`config.mk`:
```
export PLATFORM = sky130hd
export DESIGN_NAME = prescaler_meter
export DESIGN_NICKNAME = d
export VERILOG_FILES = /design/src/rtl/pmeter_pkg.sv /design/src/rtl/pmeter_channel.sv /design/src/rtl/prescaler_meter.sv
export SDC_FILE = /design/constraint.sdc
export NUM_CORES = 1
export LEC_CHECK = 0
export ABC_AREA = 1
export CAP_MARGIN = 10
export CORE_ASPECT_RATIO = 1.5
export CORE_MARGIN = 2
export CORE_UTILIZATION = 50
export DETAILED_ROUTE_END_ITERATION = 7
export GPL_TIMING_DRIVEN = 0
export PLACE_DENSITY_LB_ADDON = 0.15
export SKIP_LAST_GASP = 1
export SYNTH_ARGS = -nofsm -noshare
export SYNTH_HDL_FRONTEND = slang
export SYNTH_SLANG_ARGS = --single-unit
```
`constraint.sdc`:
```
create_clock -name CLK_IN -period 3.3 [get_ports CLK_IN]
set_input_delay 0.66 -clock CLK_IN [delete_from_list [all_inputs] [get_ports CLK_IN]]
set_output_delay 0.66 -clock CLK_IN [all_outputs]
set_load 0.05 [all_outputs]
```
`src/rtl/pmeter_pkg.sv`:
```
// Shared types and constants for the prescaler period meter.
// Results carry a maximum-width period; users keep the low W bits.
package pmeter_pkg;

  localparam int NCH   = 4;
  localparam int W_DEF = 16;
  localparam int W_MAX = 32;

  typedef logic [1:0] ch_t;

  typedef struct packed {
    logic [W_MAX-1:0] period;
    logic             ovf;
    logic             drop;
  } result_t;

  // Round-robin pick: first requester after last; bit 2 flags a hit.
  function automatic logic [2:0] rr_pick(
    input ch_t            last,
    input logic [NCH-1:0] req
  );
    ch_t idx;
    for (int k = 1; k <= NCH; k++) begin
      idx = last + ch_t'(k);
      if (req[idx]) return {1'b1, idx};
    end
    return 3'b000;
  endfunction

endpackage

```
`src/rtl/pmeter_channel.sv`:
```
// One measurement channel: synchronizer, edge detect, period counter,
// capture register and pending/drop bookkeeping.
module pmeter_channel
  import pmeter_pkg::*;
#(
  parameter int W = W_DEF
) (
  input  logic    clk,
  input  logic    rst,
  input  logic    pin,
  input  logic    grant,
  output result_t res,
  output logic    pending
);

  localparam logic [W-1:0] MAX = '1;

  logic [1:0]   sync;
  logic         sync_d;
  logic         rise;
  logic         armed;
  logic         cap;
  logic [W-1:0] cnt;
  logic [W-1:0] per;
  logic         ovf;
  logic         drop;

  assign rise = sync[1] & ~sync_d;
  assign cap  = rise & armed;

  always_ff @(posedge clk) begin
    if (rst) begin
      sync    <= '0;
      sync_d  <= 1'b0;
      cnt     <= '0;
      armed   <= 1'b0;
      per     <= '0;
      ovf     <= 1'b0;
      pending <= 1'b0;
      drop    <= 1'b0;
    end else begin
      sync   <= {sync[0], pin};
      sync_d <= sync[1];

      if (rise)
        cnt <= '0;
      else if (cnt != MAX)
        cnt <= cnt + 1'b1;

      if (rise)
        armed <= 1'b1;

      // A grant in the capture cycle takes the old value, so no drop.
      if (cap) begin
        per     <= (cnt == MAX) ? MAX : cnt + 1'b1;
        ovf     <= (cnt == MAX);
        pending <= 1'b1;
        drop    <= pending & ~grant;
      end else if (grant) begin
        pending <= 1'b0;
        drop    <= 1'b0;
      end
    end
  end

  assign res = '{period: W_MAX'(per), ovf: ovf, drop: drop};

endmodule

```
`src/rtl/prescaler_meter.sv`:
```
// Four-channel period meter: per-channel capture plus a round-robin
// arbiter feeding a single valid/ready output register.
module prescaler_meter
  import pmeter_pkg::*;
#(
  parameter int W = W_DEF
) (
  input  logic         CLK_IN,
  input  logic         RST,
  input  logic         PIN_1,
  input  logic         PIN_2,
  input  logic         PIN_3,
  input  logic         PIN_4,
  input  logic         READY,
  output logic [W-1:0] PERIOD,
  output ch_t          CH,
  output logic         OVF,
  output logic         DROP,
  output logic         VALID
);

  logic [NCH-1:0] pins;
  logic [NCH-1:0] pend;
  logic [NCH-1:0] grant;
  result_t        res [NCH];
  ch_t            last;
  logic [2:0]     pick;
  logic           hit;
  ch_t            sel;
  logic           load;

  assign pins = {PIN_4, PIN_3, PIN_2, PIN_1};

  for (genvar i = 0; i < NCH; i++) begin : g_ch
    pmeter_channel #(
      .W(W)
    ) u_ch (
      .clk    (CLK_IN),
      .rst    (RST),
      .pin    (pins[i]),
      .grant  (grant[i]),
      .res    (res[i]),
      .pending(pend[i])
    );
  end

  if (W < W_MAX) begin : g_pad
    logic unused_hi;
    assign unused_hi = ^{res[0].period[W_MAX-1:W],
                         res[1].period[W_MAX-1:W],
                         res[2].period[W_MAX-1:W],
                         res[3].period[W_MAX-1:W]};
  end

  always_comb begin
    pick  = rr_pick(last, pend);
    hit   = pick[2];
    sel   = pick[1:0];
    load  = ~VALID | READY;
    grant = '0;
    if (load && hit)
      grant[sel] = 1'b1;
  end

  always_ff @(posedge CLK_IN) begin
    if (RST) begin
      VALID  <= 1'b0;
      PERIOD <= '0;
      CH     <= '0;
      OVF    <= 1'b0;
      DROP   <= 1'b0;
      last   <= 2'd3;
    end else if (load) begin
      if (hit) begin
        VALID  <= 1'b1;
        PERIOD <= res[sel].period[W-1:0];
        CH     <= sel;
        OVF    <= res[sel].ovf;
        DROP   <= res[sel].drop;
        last   <= sel;
      end else begin
        VALID  <= 1'b0;
      end
    end
  end

endmodule

```
==> Yosys cells after proc, flatten, opt, wreduce, memory -nomap -nowiden <==
Index checks and enable logic that the tools add are counted.
W data, S select, Z words.
{ "totals": {"ff_bits": 179, "input_bits": 7, "output_inout_bits": 21, "wordCells": 145} }
{ "classes": {"add_sub_neg": 7, "order_cmp": 7, "n_eq_ne": 8, "mux": 51, "n_bitwise": 23, "reduce_logical": 11} }
{ "op_table": {"columns": ["op", "count"], "rows": [
  ["$bmux W34 S2", 1],
  ["$add A16 B1 Y16 const B", 4],
  ["$eq A16 B16 Y1 const B", 4],
  ["$mux W16", 4],
  ["$ne A16 B16 Y1 const B", 4],
  ["$mux W18", 2],
  ["$mux W1", 30],
  ["$mux W3", 8],
  ["$lt A2 B3 Y1 const B", 5],
  ["$and A1 B1 Y1", 12],
  ["$not A1 Y1", 9],
  ["$bmux W1 S2", 4],
  ["$reduce_bool A2 Y1", 4],
  ["$reduce_or A2 Y1", 4],
  ["$add A2 B2 Y2 const B", 2],
  ["$mux W4", 1],
  ["$ge A3 B3 Y1 const B", 1],
  ["$not A2 Y3", 1],
  ["$add A2 B1 Y2 const B", 1],
  ["$demux W1 S2", 1],
  ["$ge A2 B1 Y1 const B", 1],
  ["$logic_and A1 B1 Y1", 2],
  ["$reduce_and A2 Y1", 1],
  ["$or A1 B1 Y1", 1]
]} }

==> Longest topological paths before layout <==
Gate-level depths: netlist of the first run.
{ "depth": {"ltp_word": 19, "ltp_mapped": 16, "ltp_nobuf": 14} }

==> Modules after synthesis <==
Synthesis of the first run repeated with hierarchy kept, for this count alone.
{ "hier_totals": {"cells_unflattened": 1305, "area_unflattened_um2": 9400.3} }
{ "by_module_without_submodules": {"columns": ["mod", "n_inst", "cells_per_inst", "area_per_inst_um2", "seq_area_each_um2"], "rows": [
  ["pmeter_channel", 4, 256, 1911.8, 780.7],
  ["prescaler_meter", 1, 281, 1752.9, 460.4]
]} }

==> Worst setup path before layout of the first run <==
OpenSTA, ideal clock, no wires.
{ "synth_timing": {"kind": "register -> register", "start": "register g_ch[1].u_ch.cnt[0]", "end": "register g_ch[1].u_ch.per[14]", "setup_time_ns": 0.116, "arrival_time_ns": 1.769, "required_ns": 3.184, "setup_slack_ns": 1.414, "stages_incl_launch_ff": 11, "n_path_buf": 0, "synth_period_minus_slack_ns": 1.886, "path_cell_list": "dfxtp_1 > ha_1 > nand3_1 > nor3_1 > nand3_1 > nor2_1 > nand2_1 > o21ai_0 > nand4_1 > o211ai_1 > inv_1"} }
{ "synth_between": {"elab_chain_len": 2, "word_cells_on_any_way": 3, "cone_classes": "add/sub (1); eq/ne (1); mux (1)"} }
{ "synth_rtl": {"columns": ["element", "line", "rtl"], "rows": [
  ["start, declared", "pmeter_channel.sv:23", "logic [W-1:0] cnt;"],
  ["start signal, assigned", "pmeter_channel.sv:48", "cnt <= cnt + 1'b1;"],
  ["$add A16 B1 Y16 / $eq A16 B16 Y1 (equally long branches)", "pmeter_channel.sv:55", "per <= (cnt == MAX) ? MAX : cnt + 1'b1;"],
  ["$mux W16 *", "pmeter_channel.sv:55", null],
  ["end signal, assigned", "pmeter_channel.sv:55", null],
  ["end, declared", "pmeter_channel.sv:24", "logic [W-1:0] per;"]
]} }
Mark *: on every way between the ends. The rest lies on a longest branch, timed or not.
A chain may end at the register's enable or synchronous reset.

==> Worst setup path after layout of the first run <==
{ "layout_timing": {"start": "register g_ch[2].u_ch.cnt[0]", "end": "register g_ch[2].u_ch.per[15]"} }
{ "layout_between": {"elab_chain_len": 2, "word_cells_on_any_way": 3, "cone_classes": "add/sub (1); eq/ne (1); mux (1)"} }
{ "layout_rtl": {"columns": ["element", "line"], "rows": [
  ["start, declared", "pmeter_channel.sv:23"],
  ["start signal, assigned", "pmeter_channel.sv:48"],
  ["$add A16 B1 Y16 / $eq A16 B16 Y1 (equally long branches)", "pmeter_channel.sv:55"],
  ["$mux W16 *", "pmeter_channel.sv:55"],
  ["end signal, assigned", "pmeter_channel.sv:55"],
  ["end, declared", "pmeter_channel.sv:24"]
]} }
Marked as above.

==> impl_metrics.py, run 1 <==
metrics = {
    "power": {
        "power.switching_uw": 2560,
        "p_leak_uw": 0.00401,
        "p_int_uw": 4260,
        "pwr-share-comb": 0.334,
        "irDropWorstVdd_uv": 373,
        "pwr-share-clk": 0.311,
        "seqPwrFrac": 0.355,
        "p_per_area_nw_per_um2": 753,
        "switching_share": 0.376,
    },
    "critical_path": {
        "cp-start-kind": "register",
        "crit_top_cell": "nor2_1",
        "critPathMaxStageDelay_ns": 0.37,
        "cp.arrival_ns": 2.69,
        "end_kind": "register",
        "crit_type": "reg2reg",
        "crit_chain": "ha_1, nand2_1, nor3_2, nand2_1, nor2_1, nand2_2, inv_1, buf_2, a21oi_1, o21ai_0, nor2_1, nor2_1",
        "worstPathMaxFanout": 10,
        "critPathSlowestCell": "dfxtp_1",
        "crit_required_ns": 3.66,
        "cp_num_buf_inv": 2,
        "cp_top_family": "simple AND/OR/NAND/NOR gates",
    },
    "clocking": {
        "cts-resized-gates": 0,
        "clk_pin_slew_ns": 0.07,
        "clock_path_buffers": 2,
        "clk_latency_ns": 0.43,
        "tritoncts": "yes",
        "htreeDepth": 4,
        "cts-hold-fix-buffers": 0,
        "cts_made_buffers": 17,
        "post_cts_buffers": 0,
        "cts_root_buf": "clkbuf_16",
        "clock_sinks": 179,
    },
    "timing": {
        "worst_pin_slew_ns": 0.688,
        "period_minus_slack_ns": 2.33,
        "max_freq_mhz": 430,
        "fin_crit_sh": 0.706,
        "setup_viol": 0,
        "hold_viol": 0,
        "relSlewSlack": 0.540,
        "tns_ns": 0,
        "slew_violations": 0,
        "finalClockSkew_ns": 0.0103,
        "rsz0062_at_grt": "false",
    },
    "die": {
        "dieArea_um2": 16900,
        "fp.dieH_um": 158,
        "dieWidth_um": 107,
        "num_rows": 56,
        "core_um2": 15600,
        "start_util": 0.510,
        "io_pins": 28,
    },
    "outcome": {
        "outcome": "complete, no violations",
    },
    "drt": {
        "ant_nets": 0,
        "dr_total_vias": 7005,
        "drc_errors": 0,
        "routed_wl_mm": 20.1,
        "wire_per_inst_um": 14.7,
        "dr.first_iter.drc_count": 362,
        "vias_per_cell": 5.11,
        "drt-pass1-iter-count": 6,
    },
    "synth": {
        "synthesis.instances": 1109,
        "synth_nets": 1120,
        "synthFlopType": "dfxtp_1",
        "yosysSeqAreaShare": 0.452,
        "synthDistinctLibCells": 35,
        "ys_warn_count": 0,
        "synth_area_um2": 7930,
        "synth_edf_count": 0,
        "ys_ff_latch": 179,
        "ys_async_sr_fraction": 0,
        "avgSynthCellArea_um2": 7.15,
    },
    "cells_and_area": {
        "drive_gt1_frac": 0.0574,
        "fin_util": 0.583,
        "stdcell_count": 1370,
        "antennaDiodeCount": 0,
        "syn_to_final_growth_pct": 14.2,
        "finalNetCount": 1165,
    },
    "global_routing": {
        "globalRouteOverflowTotal": 0,
        "grt_max_degree": 17,
        "grt_pass1_wl_mm": 32.4,
        "grt_usage": 0.247,
        "antenna_found_initial": 0,
        "grt_pass1_vias": 6581,
    },
    "placed_design": {
        "hpwl_mm": 15.1,
        "globalplace.congestion": 0.906,
        "post-place-cells": 1338,
        "portBuffers": 26,
    },
    "worst_hold_path": {
        "min_path_type": "reg2reg",
    },
    "run": {
        "maxCapViolCount": 0,
    },
}
-- kinds of logic after synthesis --
| group | count (synthesis) | share of synthesized area |
|---|---|---|
| and+or+nand+nor | 518 | 0.275 |
| DFF | 179 | 0.452 |
| AOI/OAI and AO/OA | 172 | 0.124 |
| buffers and inverters | 199 | 0.102 |
| xor gates and xnor gates | 37 | 0.0408 |
| adders and majority gates | 4 | 0.00631 |
-- flip-flops by register name, summed over array words and instances (netlist names) --
name	flops
g_ch.u_ch.cnt	64
g_ch.u_ch.per	64
PERIOD	16
g_ch.u_ch.sync	8
g_ch.u_ch.armed	4
g_ch.u_ch.drop	4
g_ch.u_ch.ovf	4
g_ch.u_ch.pending	4
g_ch.u_ch.sync_d	4
CH	2
last	2
DROP	1
OVF	1
VALID	1
-- metrics by stage --
step           power [µW]  hold slack (ns)  area (µm²)  setup WS, ns
6_report             6820            0.404        9060         0.972
4_1_cts              6830            0.405        9060         0.943
3_3_place_gp         4720            0.390        8450         0.916
2_1_floorplan        4070            0.388        7930          1.41
3_5_place_dp         4720            0.397        8450         0.856
5_1_grt              7120            0.418        9060         0.750
-- per-layer routing --
metal | vias to the layer above | wire length [µm] | GRT usage | share of wire
li1 | 3641 | - | - | -
met3 | 47 | 668 | 0.0438 | 0.033
met4 | 0 | 749 | 0.111 | 0.037
met2 | 145 | 10200 | 0.451 | 0.51
met5 | - | 0 | 0 | 0
met1 | 3172 | 8410 | 0.278 | 0.42
-- power groups by stage --
stage          Clock, µW  Combinational, µW  Sequential [µW]
6_report            2120               2280             2420
5_1_grt             2230               2460             2440
4_1_cts             2150               2260             2420
3_5_place_dp           0               2250             2470
3_3_place_gp           0               2250             2470
2_1_floorplan          0               1250             2820
-- synth_stat cells, types with 5 or more instances --
cell type  instances  area share
nor2_1           184       0.087
buf_2             11      0.0069
inv_1            146       0.069
xnor2_1           10       0.011
nor3_1            20       0.013
clkbuf_1          28       0.013
nand3_1           88       0.056
nand4_1            6      0.0047
xor2_1            27       0.030
nand2_1          198       0.094
o211ai_1          43       0.041
nand2_2            5      0.0039
o21ai_0           76       0.048
dfxtp_1          179        0.45
nor4_1             6      0.0047
a21oi_1           43       0.027
buf_6              5      0.0071
-- layout make-up --
class / count / area, µm²
well taps: 203 / 254
inverters: 152 / 571
clock inverters: 13 / 173
flip-flops and latches: 179 / 3580
fillers: 1510 / 6490
clock buffers: 19 / 443
repair buffers: 26 / 260
multi-input cells: 731 / 3540
plain buffers: 47 / 239
-- cell usage in the layout (no fill, tap or decap), drive strengths merged --
cell type	count
nand2	203
nor2	187
dfxtp	179
inv	154
nand3	90
o21ai	78
clkbuf	47
a21oi	44
o211ai	43
xor2	27
clkdlybuf4s50	26
nor3	21
buf	19
xnor2	10
nand4	7
nor4	6
clkinv	6
a31oi	4
ha	4
bufinv	3
nand3b	2
clkinvlp	2
and3	1
o2111ai	1
o31ai	1
o21bai	1
nor3b	1
-- worst min-delay path, stage by stage, from the launching register on --
cell,delay (ns)
dfxtp_1,0.30
inv_1,0.04
nor2_1,0.03
-- worst paths after layout --
path              slack [ns]                   end                 start  cells past startpoint
setup / recovery        0.97  g_ch[2].u_ch.per[15]   g_ch[2].u_ch.cnt[0]                     12
setup reg to reg        0.97  g_ch[2].u_ch.per[15]   g_ch[2].u_ch.cnt[0]                     12
hold / removal          0.40  g_ch[0].u_ch.sync[1]  g_ch[0].u_ch.sync[0]                      2
hold reg to reg         0.40  g_ch[0].u_ch.sync[1]  g_ch[0].u_ch.sync[0]                      2
Power figures use the tool's default switching activity.
==> run 2, diff against run 1 <==
==> constraint.sdc (replaced) <==
create_clock -name CLK_IN -period 2 [get_ports CLK_IN]
set_input_delay 0.4 -clock CLK_IN [delete_from_list [all_inputs] [get_ports CLK_IN]]
set_output_delay 0.4 -clock CLK_IN [all_outputs]
set_load 0.05 [all_outputs]
==> run 2 against run 1 <==
  * The flow now finishes with violations (negative setup slack)
  * Fmax is 14% higher
  * Clock skew is 0.0012 ns lower
  * Sequential share of layout area is 3.1 points lower
  * Combinational power is 140% higher
  * Die area stayed put
  * Setup slack worse by 1.0 ns
  * Cell count is 1.8% higher
  * Critical path depth is 4 higher
  * Clock power is 66% higher
  * Core utilization is 5.1 points higher
  * Register-to-register slack worse by 1.0 ns
  * Sequential cell count stayed put
  * Critical path type unchanged
  * Critical endpoint is now PERIOD[13]
==> impl_metrics.py, run 2 (synthesized netlist as in run 1, its figures left out) <==
metrics = {
    "outcome": {
        "violations": "negative setup slack",
        "outcome": "complete, but fails checks",
    },
    "drt": {
        "drt-pass1-iter-count": 5,
        "vias_per_cell": 5.20,
        "ant_nets": 0,
        "routed_wl_mm": 21.6,
        "dr_total_vias": 7251,
        "wire_per_inst_um": 15.5,
        "drc_errors": 0,
        "dr.first_iter.drc_count": 406,
    },
    "global_routing": {
        "grt_usage": 0.251,
        "globalRouteOverflowTotal": 0,
        "antenna_found_initial": 0,
        "grt_pass1_vias": 6705,
        "grt_max_degree": 17,
        "grt_pass1_wl_mm": 32.9,
    },
    "die": {
        "num_rows": 56,
        "io_pins": 28,
        "core_um2": 15600,
        "dieArea_um2": 16900,
        "start_util": 0.510,
        "fp.dieH_um": 158,
        "dieWidth_um": 107,
    },
    "timing": {
        "whs_ns": 0.403,
        "rsz0062_at_grt": "true",
        "setup_viol": 7,
        "relSlewSlack": 0.543,
        "max_freq_mhz": 488,
        "worst_pin_slew_ns": 0.684,
        "fin_crit_sh": 1.02,
        "setup_ws_ns": -0.0497,
        "period_minus_slack_ns": 2.05,
        "hold_viol": 0,
        "slew_violations": 0,
        "finalClockSkew_ns": 0.00910,
    },
    "critical_path": {
        "crit_type": "reg2reg",
        "cp.arrival_ns": 2.37,
        "r2r-start": "last[0]",
        "worstPathMaxFanout": 10,
        "crit_required_ns": 2.32,
        "startpoint": "last[0]",
        "end_kind": "register",
        "cp-start-kind": "register",
    },
    "placed_design": {
        "portBuffers": 26,
        "hpwl_mm": 15.1,
        "globalplace.congestion": 0.906,
        "dp_slack_ns": -0.364,
    },
    "clocking": {
        "cts-hold-fix-buffers": 0,
        "htreeDepth": 4,
        "cts_made_buffers": 17,
        "clock_sinks": 179,
        "clock_path_buffers": 2,
        "tritoncts": "yes",
        "clk_pin_slew_ns": 0.07,
        "cts_root_buf": "clkbuf_16",
        "clk_latency_ns": 0.43,
    },
    "cells_and_area": {
        "layout_commonest_cell": "nand2_1",
        "antennaDiodeCount": 0,
        "fill_cells": 1386,
        "largestRegisters": "g_ch.u_ch.cnt: 64 flops, g_ch.u_ch.per: 64 flops, PERIOD: 16 flops",
        "finalNetCount": 1190,
        "drive_gt1_frac": 0.149,
        "layout_common_cells": "175 x nand2_1, 174 x dfxtp_1, 168 x nor2_1",
        "syn_to_final_growth_pct": 24.2,
        "fin_util": 0.633,
    },
    "power": {
        "seqPwrFrac": 0.312,
        "switching_share": 0.383,
        "pwr-share-clk": 0.272,
        "p_leak_uw": 0.00442,
        "power.switching_uw": 4950,
        "pwr-share-comb": 0.416,
        "p_per_area_nw_per_um2": 1310,
        "irDropWorstVdd_uv": 719,
        "p_total_uw": 12900,
        "p_int_uw": 7970,
    },
    "worst_hold_path": {
        "hp-start": "g_ch[0].u_ch.sync[0]",
        "min_path_type": "reg2reg",
    },
    "run": {
        "maxCapViolCount": 0,
    },
}
-- run 2: cell type report --
type,count,area (µm²),area share
Clock buffer,19,443,0.0450
Buffer,47,308,0.0312
Tap cell,203,254,0.0258
Timing Repair Buffer,50,498,0.0505
Sequential cell,179,3590,0.365
Multi-Input combinational cell,732,4000,0.406
Clock inverter,13,173,0.0175
Inverter,152,581,0.0589
-- run 2: critical path: stages (launching register included) --
cell and delay [ns]:
dfxtp_2 0.37, buf_8 0.16, inv_8 0.06, nand2_4 0.10, nand3_4 0.09, nand2_2 0.08
nand3_2 0.06, nand2_2 0.10, nand2_2 0.08, nand2_4 0.11, nand2_4 0.08, buf_8 0.14
buf_8 0.13, nand3_1 0.08, nand3_1 0.12, nor2_1 0.13, nor2_1 0.05
-- run 2: per-layer routing --
layer / global-route usage / wire, µm / vias to the layer above / share of wire
met2: 0.460 / 11100 / 173 / 0.52
met1: 0.284 / 8820 / 3332 / 0.41
met4: 0.119 / 830 / 0 / 0.038
li1: - / - / 3698 / -
met5: 0 / 0 / - / 0
met3: 0.0397 / 803 / 48 / 0.037
-- run 2: power groups by stage --
stage          clock, µW  combinational, µW  sequential [µW]
2_1_floorplan          0               2060             4660
3_3_place_gp           0               3710             4080
3_5_place_dp           0               3720             4070
4_1_cts             3550               4010             3990
5_1_grt             3680               5650             4050
6_report            3510               5370             4030
-- run 2: stage by stage --
step	instances	TNS (ns)	area (µm²)
after global routing	1395	-1.52	9850
after CTS	1379	-0.0237	9220
after detailed placement	1338	-13.32	8450
after floorplan	1109	0	7930
after global placement	1338	-12.35	8450
final	1395	-0.201	9850
-- run 2: path summary, 6_finish.rpt --
path,depth (start not counted),slack (ns),end
max,16,-0.05,PERIOD[13]
min,2,0.40,g_ch[0].u_ch.sync[1]
max reg2reg,16,-0.05,PERIOD[13]
min reg2reg,2,0.40,g_ch[0].u_ch.sync[1]
-- run 2: what timing repair did --
action / 4_1_cts / 5_1_grt
resized for setup: 34 / 135
setup buffers: 8 / 12
cloned: 1 / 4
setup endpoints to repair: 93 / 88
pin swaps: 7 / 38
==> run 3, diff against run 2 <==
--- a/config.mk
+++ b/config.mk
@@ -8,9 +8,10 @@
 export ABC_AREA = 1
 export CAP_MARGIN = 10
 export CORE_ASPECT_RATIO = 1.5
-export CORE_MARGIN = 2
+export CORE_MARGIN = 5
 export CORE_UTILIZATION = 50
 export DETAILED_ROUTE_END_ITERATION = 7
+export GPL_ROUTABILITY_DRIVEN = 1
 export GPL_TIMING_DRIVEN = 0
 export PLACE_DENSITY_LB_ADDON = 0.15
 export SKIP_LAST_GASP = 1
==> run 3 against run 2 <==
  * The run now ends clean
  * Clock power down 3%
  * Sequential share of layout area down 0.23 points
  * Sequential power about the same
  * Non-clock buffer count down 2
  * Die area up 9.6%
  * Final area up 0.66%
  * Combinational power up 2%
  * Critical path depth down 15
  * Hold slack worse by 0.0014 ns
  * Global-route usage down 2.0 points
  * Total power down 0.23%
==> impl_metrics.py, run 3 (synthesized netlist as in run 1, its figures left out) <==
metrics = {
    "drt": {
        "drt-pass1-iter-count": 5,
        "ant_nets": 0,
        "wire_per_inst_um": 15.5,
        "dr_total_vias": 7258,
        "routed_wl_mm": 21.5,
        "dr.first_iter.drc_count": 511,
        "vias_per_cell": 5.21,
        "drc_errors": 0,
    },
    "critical_path": {
        "crit_chain": "clkdlybuf4s50_1",
        "cp_num_buf_inv": 1,
        "cp_top_family": "buffers and inverters",
        "critPathSlowestCell": "clkdlybuf4s50_1",
        "rrSetupSlack_ns": 0.04,
        "cp.arrival_ns": 1.57,
        "cp-start-kind": "register",
        "r2r-start": "last[0]",
        "r2r-end": "PERIOD[14]",
        "crit_type": "reg2out",
        "r2r_cells": 16,
        "worstPathMaxFanout": 2,
        "critPathMaxStageDelay_ns": 0.81,
        "end_kind": "primary output",
        "crit_required_ns": 1.60,
    },
    "clocking": {
        "htreeDepth": 4,
        "clk_pin_slew_ns": 0.07,
        "clock_sinks": 179,
        "tritoncts": "yes",
        "clk_latency_ns": 0.43,
        "cts_made_buffers": 17,
        "cts_root_buf": "clkbuf_16",
        "clock_path_buffers": 2,
        "cts-hold-fix-buffers": 0,
    },
    "global_routing": {
        "antenna_found_initial": 0,
        "grt_pass1_wl_mm": 34.0,
        "grt_usage": 0.231,
        "grt_pass1_vias": 6905,
        "globalRouteOverflowTotal": 0,
        "grt_max_degree": 17,
    },
    "timing": {
        "setup_ws_ns": 0.0321,
        "setup_viol": 0,
        "fin_crit_sh": 0.984,
        "rsz0062_at_grt": "true",
        "hold_viol": 0,
        "tns_ns": 0,
        "slew_violations": 0,
        "relSlewSlack": 0.555,
        "worst_pin_slew_ns": 0.667,
        "finalClockSkew_ns": 0.00667,
        "max_freq_mhz": 508,
        "period_minus_slack_ns": 1.97,
    },
    "cells_and_area": {
        "fin_util": 0.635,
        "layout_commonest_cell": "dfxtp_1",
        "largestRegisters": "g_ch.u_ch.cnt: 64 flops, g_ch.u_ch.per: 64 flops, PERIOD: 16 flops",
        "syn_to_final_growth_pct": 25.0,
        "fill_cells": 1383,
        "layout_common_cells": "173 x dfxtp_1, 169 x nand2_1, 163 x nor2_1",
        "drive_gt1_frac": 0.168,
        "finalNetCount": 1187,
        "antennaDiodeCount": 0,
    },
    "die": {
        "io_pins": 28,
        "start_util": 0.508,
        "dieArea_um2": 18500,
        "fp.dieH_um": 164,
        "dieWidth_um": 113,
        "num_rows": 56,
        "core_um2": 15600,
    },
    "power": {
        "p_leak_uw": 0.00450,
        "p_per_area_nw_per_um2": 1300,
        "irDropWorstVdd_uv": 708,
    },
    "worst_hold_path": {
        "min_path_type": "reg2reg",
        "hp-start": "g_ch[1].u_ch.sync[0]",
        "worstHoldPathCells": 2,
        "min_to": "g_ch[1].u_ch.sync[1]",
    },
    "placed_design": {
        "globalplace.congestion": 0.905,
        "dp_slack_ns": -0.278,
        "portBuffers": 26,
        "hpwl_mm": 15.3,
    },
    "run": {
        "maxCapViolCount": 0,
    },
    "outcome": {
        "outcome": "complete, no violations",
    },
}
[run 3: layout make-up]
class | count | area (µm²) | share of cell area
repair buffers | 49 | 515 | 0.0520
well taps | 203 | 254 | 0.0256
plain buffers | 46 | 307 | 0.0309
clock inverters | 11 | 128 | 0.0129
flip-flops and latches | 179 | 3590 | 0.362
clock buffers | 21 | 470 | 0.0474
multi-input cells | 731 | 4070 | 0.410
inverters | 152 | 581 | 0.0585
[run 3: metrics by stage]
| stage | hold slack (ns) | cells | cell area [µm²] | total power (µW) |
|---|---|---|---|---|
| after floorplan | 0.388 | 1109 | 7930 | 6720 |
| after CTS | 0.405 | 1381 | 9260 | 11600 |
| after global routing | 0.419 | 1392 | 9920 | 13500 |
| final | 0.401 | 1392 | 9920 | 12900 |
| after global placement | 0.391 | 1338 | 8450 | 7800 |
| after detailed placement | 0.395 | 1338 | 8450 | 7820 |
[run 3: layer usage]
metal / share of wire / vias up / global-route usage
met5: 0 / - / 0
met4: 0.028 / 0 / 0.102
met3: 0.029 / 43 / 0.0365
met2: 0.53 / 145 / 0.423
met1: 0.41 / 3387 / 0.264
li1: - / 3683 / -
[run 3: how the worst max path moves through the flow]
stage / end / depth (start not counted) / slack, ns / startpoint
floorplan: g_ch[1].u_ch.per[14] / 10 / 0.11 / g_ch[1].u_ch.cnt[0]
global placement: PERIOD[4] / 11 / -0.31 / last[0]
detailed placement: g_ch[2].u_ch.cnt[15] / 12 / -0.28 / g_ch[2].u_ch.cnt[0]
CTS: g_ch[2].u_ch.per[15] / 12 / -0.06 / g_ch[2].u_ch.cnt[0]
global route: PERIOD[15] / 16 / -0.07 / last[0]
finish: PERIOD[12] / 1 / 0.03 / PERIOD[12]
[run 3: report_power, final]
part	total [µW]	switching [µW]	internal, µW
combinational	5460	3290	2170
sequential	4030	191	3840
clock	3390	1440	1950
[run 3: tightest hold or removal path, cell delays in order (launching register included)]
cell     delay [ns]
dfxtp_1        0.30
inv_1          0.04
nor2_1         0.03
[run 3: timing repair]
action,in CTS,in global routing
pin swaps,9,43
gates cloned,1,2
buffers inserted,10,10
endpoints found under the setup margin,102,100
resized for setup,41,159
==> RTL edit: new RTL, config.mk and constraints of run 1 <==
Register the output `OVF` once more, without a reset; this adds one clock of latency there. The other outputs are not delayed to match.
--- a/src/rtl/prescaler_meter.sv
+++ b/src/rtl/prescaler_meter.sv
@@ -18,6 +18,8 @@
   output logic         DROP,
   output logic         VALID
 );
+
+  logic OVF_s0;
 
   logic [NCH-1:0] pins;
   logic [NCH-1:0] pend;
@@ -67,7 +69,7 @@
       VALID  <= 1'b0;
       PERIOD <= '0;
       CH     <= '0;
-      OVF    <= 1'b0;
+      OVF_s0 <= 1'b0;
       DROP   <= 1'b0;
       last   <= 2'd3;
     end else if (load) begin
@@ -75,7 +77,7 @@
         VALID  <= 1'b1;
         PERIOD <= res[sel].period[W-1:0];
         CH     <= sel;
-        OVF    <= res[sel].ovf;
+        OVF_s0 <= res[sel].ovf;
         DROP   <= res[sel].drop;
         last   <= sel;
       end else begin
@@ -84,5 +86,9 @@
     end
   end
 
+  always_ff @(posedge CLK_IN) begin
+    OVF <= OVF_s0;
+  end
+
 endmodule
 
Behaviour: no difference found for any inputs over 4 cycles, from zero or initial values and one cycle with RST high; that may be too few to reach the edited logic, so the function may still have changed.
==> RTL edit against run 1 <==
- non-clock buffer count is the same
- clock skew shrank 0.0013 ns
- maximum frequency grew 1.7%
- area after synthesis grew 3.4%
- routed wire length shrank 2.3%
- cell area grew 2.9%
- power grew 5.8%
- worst setup slack gained 0.040 ns
- sequential cell count grew 1
- count of clock-buffer cells in the layout is the same
- first-iteration DRC count grew 24%
- synthesized cell count is essentially flat
==> RTL edit: results (changes against run 1) <==
status = finished clean
Max rail drop VDD = 0.000695 V (+86%)
DP HPWL = 14700 µm (-2.8%)
Leak Pwr = 4.07 nW (+1.4%)
top flop regs = g_ch.u_ch.cnt (64), g_ch.u_ch.per (64), PERIOD (16)
H-tree levels = 4 (unchanged)
sw frac = 0.385 (+0.00965)
Worst-path clk slew = 0.07 ns (about the same)
Total GRT Usage = 0.239 (-0.00793)
post-synthesis net count = 1121 (+0.089%)
fraction of layout cells with a size suffix above 1 = 0.0865 (+0.0291)
register area share after synthesis = 0.439 (-0.0124)
Yosys Warn Count = 0 (unchanged)
Critical Path AT = 1.63 ns (-1.06 ns)
synth top area cells = dfxtp_1 44%, nand2_1 8.6%, nor2_1 8.3%
TritonCTS Buffers = 17 (unchanged)
largest net degree at the start of global routing = 17 (unchanged)
Iteration-0 DRC Markers = 448 (+24%)
Routed Wire Length = 19600 µm (-2.3%)
Filler Cells Inserted = 1583 (+4.8%)
RePlAce Congestion = 0.909 (+0.35%)
nets@finish = 1166 (+0.086%)
CTS Buffer Depth = 2 (unchanged)
initial antenna violation count = 0 (unchanged)
cts repair resizes = 0 (unchanged)
ant diodes = 0 (unchanged)
vias in the first global route = 6564 (-0.26%)
Crit Path Max Fanout = 2 (-8)
Distinct cells, synth = 42 (+20%)
Slowest cell on crit path = clkdlybuf4s50_1
HP Class = reg2reg
clk_lat worst skew = 0.44 ns
Commonest cells post-synth = 189 x nand2_1, 182 x nor2_1, 180 x dfxtp_1
Synth async-reset ratio = 0 (unchanged)
clock skew = 0.00902 ns (-0.00126 ns)
Max stage delay on crit path = 0.82 ns (+0.45 ns)
clock root buffer master = clkbuf_16
first-pass GRT wire length = 32700 µm (+0.90%)
TritonRoute pass-1 iters = 5 (-1)
via count = 6930 (-1.1%)
Worst slew margin = 0.546 (+0.00609)
cts hold-fix bufs = 0 (unchanged)
Post-CTS Setup Inserts = 0 (unchanged)
Largest delay share family, worst path = buffers and inverters
I/O Buffers = 26 (unchanged)
minimum setup slack after placement = 0.976 ns (+0.120 ns)
## RTL edit: power groups by stage
| stage | registers, mW | logic, mW | clock network, mW |
|---|---|---|---|
| floorplan | 2.83 | 1.62 | 0 |
| detailed placement | 2.48 | 2.69 | 0 |
| finish | 2.44 | 2.68 | 2.10 |
| global route | 2.45 | 2.91 | 2.22 |
| global placement | 2.48 | 2.68 | 0 |
| CTS | 2.44 | 2.69 | 2.13 |
## RTL edit: stage by stage
step	instance area [µm²]	power [mW]	cells	util	hold WS, ns
floorplan	8200	4.46	1110	-	0.326
global route	9330	7.57	1373	0.579	0.390
CTS	9330	7.26	1373	0.579	0.387
detailed placement	8720	5.17	1342	0.541	0.382
finish	9330	7.22	1373	0.579	0.392
global placement	8720	5.16	1342	0.541	0.368
## RTL edit: cell families after synthesis
kind of cell	share of synthesized area
and+or+nand+nor	0.289
buffers and inverters	0.104
DFF	0.439
AOI/OAI and AO/OA	0.122
xor gates and xnor gates	0.0404
adders and majority gates	0.00610
## RTL edit: final timing paths
check | depth (start not counted) | end | slack (ns) | start
worst max-delay path | 1 | PERIOD[12] | 1.01 | PERIOD[12]
worst min-delay path | 0 | OVF | 0.39 | OVF_s0
worst max register to register | 10 | g_ch[1].u_ch.per[8] | 1.03 | g_ch[1].u_ch.cnt[0]
worst min register to register | 0 | OVF | 0.39 | OVF_s0
## RTL edit: layout make-up
cell class,count,area (µm²),area share
Buffer,47,277,0.0296
Inverter,152,576,0.0617
Multi-Input combinational cell,731,3750,0.402
Timing Repair Buffer,26,260,0.0279
Sequential cell,180,3600,0.386
Tap cell,206,258,0.0276
Clock inverter,12,155,0.0166
Clock buffer,19,453,0.0485
## RTL edit: per-layer routing
metal / vias up / part of all wire / wire length [µm] / track usage
met1: 3107 / 0.46 / 8960 / 0.305
li1: 3653 / - / - / -
met2: 134 / 0.47 / 9230 / 0.386
met5: - / 0 / 0 / 0
met3: 36 / 0.031 / 616 / 0.0377
met4: 0 / 0.041 / 807 / 0.122
